`config.mk`:
```
export PLATFORM = sky130hd
export DESIGN_NAME = qcl_skid_buffer
export DESIGN_NICKNAME = d
export VERILOG_FILES = /design/src/rtl/qcl_skid_buffer.sv
export SDC_FILE = /design/constraint.sdc
export NUM_CORES = 1
export LEC_CHECK = 0
export ABC_CLOCK_PERIOD_IN_PS = 1400
export BUFFER_PORTS_ARGS = -buffer_cell sky130_fd_sc_hd__buf_2
export CAP_MARGIN = 25
export CELL_PAD_IN_SITES_DETAIL_PLACEMENT = 1
export CELL_PAD_IN_SITES_GLOBAL_PLACEMENT = 1
export CORE_AREA = 4 4 41 43
export CTS_CLUSTER_DIAMETER = 150
export DETAILED_ROUTE_END_ITERATION = 16
export DIE_AREA = 0 0 45 47
export HOLD_SLACK_MARGIN = 0.1
export MAX_ROUTING_LAYER = met4
export PLACE_DENSITY = 0.42
export SLEW_MARGIN = 5
export SYNTH_ARGS = -nofsm -noshare
export SYNTH_HDL_FRONTEND = slang
export SYNTH_SLANG_ARGS = --single-unit
```
`constraint.sdc`:
```
create_clock -name clk_i -period 1.4 [get_ports clk_i]
set_input_delay 0.07 -clock clk_i [delete_from_list [all_inputs] [get_ports clk_i]]
set_output_delay 0.07 -clock clk_i [all_outputs]
set_load 0.1 [all_outputs]
```
`src/rtl/qcl_skid_buffer.sv`:
```
// -----------------------------------------------------------------------------
// qcl_skid_buffer
//
// Two-entry valid/ready skid buffer. It breaks the combinational ready path
// between downstream and upstream: ready_o depends only on registered state
// (and reset_i). Items accepted from upstream are presented downstream one
// cycle later. Order is preserved, with no loss or duplication.
//
// Parameters
//   width_p      payload width in bits (>= 1)
//   reset_val_p  value loaded into data_o / both storage registers on reset
//
// Ports
//   clk_i    in   1        clock, all state updates on rising edge
//   reset_i  in   1        synchronous, active-high reset
//   v_i      in   1        upstream valid
//   data_i   in   width_p  upstream payload
//   ready_o  out  1        upstream may transfer when high
//   v_o      out  1        downstream valid
//   data_o   out  width_p  downstream payload (main register)
//   ready_i  in   1        downstream accepts when high
//
// Build option
//   QCL_FPGA_INIT_EN  when defined, state and data registers get a power-up
//                     value (EMPTY, reset_val_p) so outputs are defined
//                     before the first reset. When undefined, registers have
//                     no initial value until the first reset edge.
// -----------------------------------------------------------------------------
module qcl_skid_buffer #(
    parameter int                 width_p     = 1,
    parameter logic [width_p-1:0] reset_val_p = '0
) (
    input  logic               clk_i,
    input  logic               reset_i,
    input  logic               v_i,
    input  logic [width_p-1:0] data_i,
    output logic               ready_o,
    output logic               v_o,
    output logic [width_p-1:0] data_o,
    input  logic               ready_i
);

    // Occupancy: EMPTY = nothing held, ONE = main valid, FULL = main + skid.
    // Skid-valid-without-main is not representable.
    typedef enum logic [1:0] {
        EMPTY = 2'd0,
        ONE   = 2'd1,
        FULL  = 2'd2
    } state_e;

`ifdef QCL_FPGA_INIT_EN
    state_e             state_q = EMPTY;
    logic [width_p-1:0] main_q  = reset_val_p;
    logic [width_p-1:0] skid_q  = reset_val_p;
`else
    state_e             state_q;
    logic [width_p-1:0] main_q;
    logic [width_p-1:0] skid_q;
`endif

    state_e             state_d;
    logic [width_p-1:0] main_d;
    logic [width_p-1:0] skid_d;

    logic skid_valid;
    logic in_xfer;
    logic out_xfer;

    assign skid_valid = (state_q == FULL);

    // ready_o is a pure function of registered state plus reset, so there is
    // no combinational path from ready_i or v_i.
    assign ready_o  = ~skid_valid & ~reset_i;
    assign v_o      = (state_q != EMPTY);
    assign data_o   = main_q;

    assign in_xfer  = v_i & ready_o;
    assign out_xfer = v_o & ready_i;

    always_comb begin
        state_d = state_q;
        main_d  = main_q;
        skid_d  = skid_q;
        unique case (state_q)
            EMPTY: begin
                if (in_xfer) begin
                    state_d = ONE;
                    main_d  = data_i;
                end
            end
            ONE: begin
                if (in_xfer && out_xfer) begin
                    main_d  = data_i;
                end else if (in_xfer) begin
                    // Downstream stalled: park the new item behind main.
                    state_d = FULL;
                    skid_d  = data_i;
                end else if (out_xfer) begin
                    // main keeps its last value; consumers ignore it while v_o=0
                    state_d = EMPTY;
                end
            end
            FULL: begin
                // ready_o is low here, so v_i cannot cause a transfer.
                if (out_xfer) begin
                    state_d = ONE;
                    main_d  = skid_q;
                end
            end
            default: begin
                state_d = EMPTY;
            end
        endcase
    end

    always_ff @(posedge clk_i) begin
        if (reset_i) begin
            state_q <= EMPTY;
            main_q  <= reset_val_p;
            skid_q  <= reset_val_p;
        end else begin
            state_q <= state_d;
            main_q  <= main_d;
            skid_q  <= skid_d;
        end
    end

endmodule

```
==> results.cfg <==
[run_status]
status = finished clean

[synthesis]
synth_seq_cells = 4
avgSynthCellArea_sq_um = 8.81
synthArstFlopShare_pct = 0
yosysUniqueCellTypes = 17
synth-edff-count = 0
ys_warn_count = 0
synthTopCellsByArea = dfxtp_1, and4bb_1, o221a_1, a21oi_1, and2b_4
yosysTopAreaCell = dfxtp_1
ys_top_cells_by_count = dfxtp_1, a21oi_1, inv_1, nand2_1, nor2_1
yosysTopAreaCellShare_pct = 37.9
synthCells = 24
synth_seq_area_share_pct = 37.9
synth.most_common_cell = dfxtp_1
syn_area_sq_um = 211
synth_nets = 29
ys.flop_type = dfxtp_1

[power_and_ir_drop]
swShare_pct = 34.9
internal_power_uw = 253
clockPowerShare_pct = 39.1
p_seq_share_pct = 32.6
ir_drop_mv = 0.343
power.switching_uw = 136
p_leak_nw = 0.144
power.density_nw_per_um2 = 1160
p_total_uw = 389
power_frac_comb_pct = 28.3

[worst_setup_path]
required_ps = 1330
startpoint = state_q[1]$_SDFFE_PP0P_
reg2reg_from = state_q[1]$_SDFFE_PP0P_
ff2ff_path_depth = 3
start_kind = register
crit_arrival_ps = 1200
crit_type = reg -> out
cp-end-kind = output pin
path_cells = nor2b_1, nor2_2, buf_12
cp_slowest_stage_delay_ps = 380
crit_fanout = 6
crit_path_top_delay_cell = dfxtp_1

[placed_design]
placed_area_sq_um = 283
gp_congestion = 0.689
portBuffers = 7
hpwlAfterDp_microns = 442

[cts]
clockBufferDepth = 2
htree_levels = 1
clock_latency_ps = 240
cts_inserted_buffers = 3
tritoncts = built
numClockSinks = 4
cts_resized = 0
path_clk_slew_ps = 40
cts_root_buf = clkbuf_4

[global_route]
grt_pass1_vias = 231
grt_max_degree = 8
antenna_found_initial = 0
grt_pass1_wl_microns = 945
grt_overflow = 0
grt_usage_pct = 7.25

[drt]
avgViaCountPerCell = 4.40
ant_nets = 0
drcViolationCount = 0
routed_wl_microns = 610
vias = 229
drt_iter0_drc = 0
post_drt_wl_per_cell_microns = 11.7
firstDrtPassIters = 1

[floorplan]
rows = 13
die_x_microns = 45
start_util_pct = 16.3
die-area_sq_um = 2120
io_pins = 8
core-area_sq_um = 1300
fp.dieH_microns = 47

[timing]
period_share_pct = 90.6
finalSetupViolations = 0
fin_hold_ws_ps = 204
fin_tns_setup_ps = 0
hold_viol_final = 0
clock_skew_ps = 4.87
rsz0062_at_grt = false
slew_headroom_pct = 67.7
max_freq_mhz = 788
period_needed_ps = 1270
worstMarginPinSlew_ps = 487
slew_violations = 0

[finish]
antenna-diode-count = 0
fin_nets = 44
syn2layout_area_growth_pct = 58.6
fillers = 163
fin_util_pct = 25.8
layout-drive-gt1-share_pct = 32.4
fin_area_sq_um = 335

[hold_path]
min_from = v_i
min_path_type = in -> reg
worstHoldPathCells = 3

[flow_run]
maxCapViolations = 0
-- power groups by stage --
stage	clock (mW)	sequential [mW]	combinational, mW
floorplan	0	0.147	0.0565
global placement	0	0.129	0.104
CTS	0.158	0.127	0.111
detailed placement	0	0.129	0.104
global route	0.161	0.128	0.117
finish	0.152	0.127	0.110
-- layer usage --
metal	part of all wire (%)	track usage, %	vias to the layer above
li1	-	-	112
met1	45	7.71	106
met2	43	8.47	7
met3	7.2	2.68	4
met4	4.4	10.5	0
met5	0	-	-
-- placed cells by master (no fill, tap or decap), drive strengths merged --
master | Yosys | final
a21oi | 2 | 2
clkbuf | 0 | 3
and4bb | 1 | 1
and2b | 1 | 1
nand2 | 2 | 2
nor3 | 1 | 1
nand2b | 1 | 1
dlygate4sd3 | 0 | 3
a31oi | 1 | 1
o21a | 1 | 1
buf | 0 | 7
o32a | 1 | 1
nor2b | 1 | 1
inv | 2 | 2
dfxtp | 4 | 4
o221a | 1 | 1
nor2 | 2 | 2
or2 | 1 | 1
a21o | 1 | 1
mux2i | 1 | 1
-- worst paths after layout --
kind                                   to  slack, ps
hold / removal    state_q[0]$_SDFFE_PP0P_        200
setup / recovery                  ready_o        130
hold reg to reg       skid_q$_SDFFE_PP0P_        500
setup reg to reg      data_o$_SDFFE_PP0P_        290
-- sequential cells by signal, summed over array words and instances (netlist names) --
signal   count
data_o       1
skid_q       1
state_q      2
-- worst max-delay path: cells and delay by family, from the launching register on --
| kind | cells | cell delay (ps) |
|---|---|---|
| buffers and inverters | 1 | 170 |
| DFF | 1 | 380 |
| and+or+nand+nor | 2 | 400 |
-- metrics by stage --
step | setup WS (ps) | instances
floorplan | 59.8 | 24
global placement | 329 | 46
detailed placement | 298 | 46
CTS | 117 | 52
global route | 54.6 | 52
finish | 132 | 52
-- timing repair --
action,CTS,global route
buffers inserted,0,0
hold buffers,3,0
hold endpoints to repair,3,0
-- cells by family after synthesis --
group | Yosys count | synth area share [%]
muxes | 1 | 4.73
and+or+nand+nor | 10 | 29.0
buffers and inverters | 2 | 3.55
AOI/OAI and AO/OA | 7 | 24.9
DFF | 4 | 37.9
-- layout make-up --
type	count	area [sq um]	area share (%)
Sequential cell	4	80.1	23.9
Clock buffer	3	22.5	6.72
Timing Repair Buffer	10	80.1	23.9
Multi-Input combinational cell	18	126	37.7
Tap cell	15	18.8	5.60
Inverter	2	7.51	2.24
(Power assumes the default switching activity.)
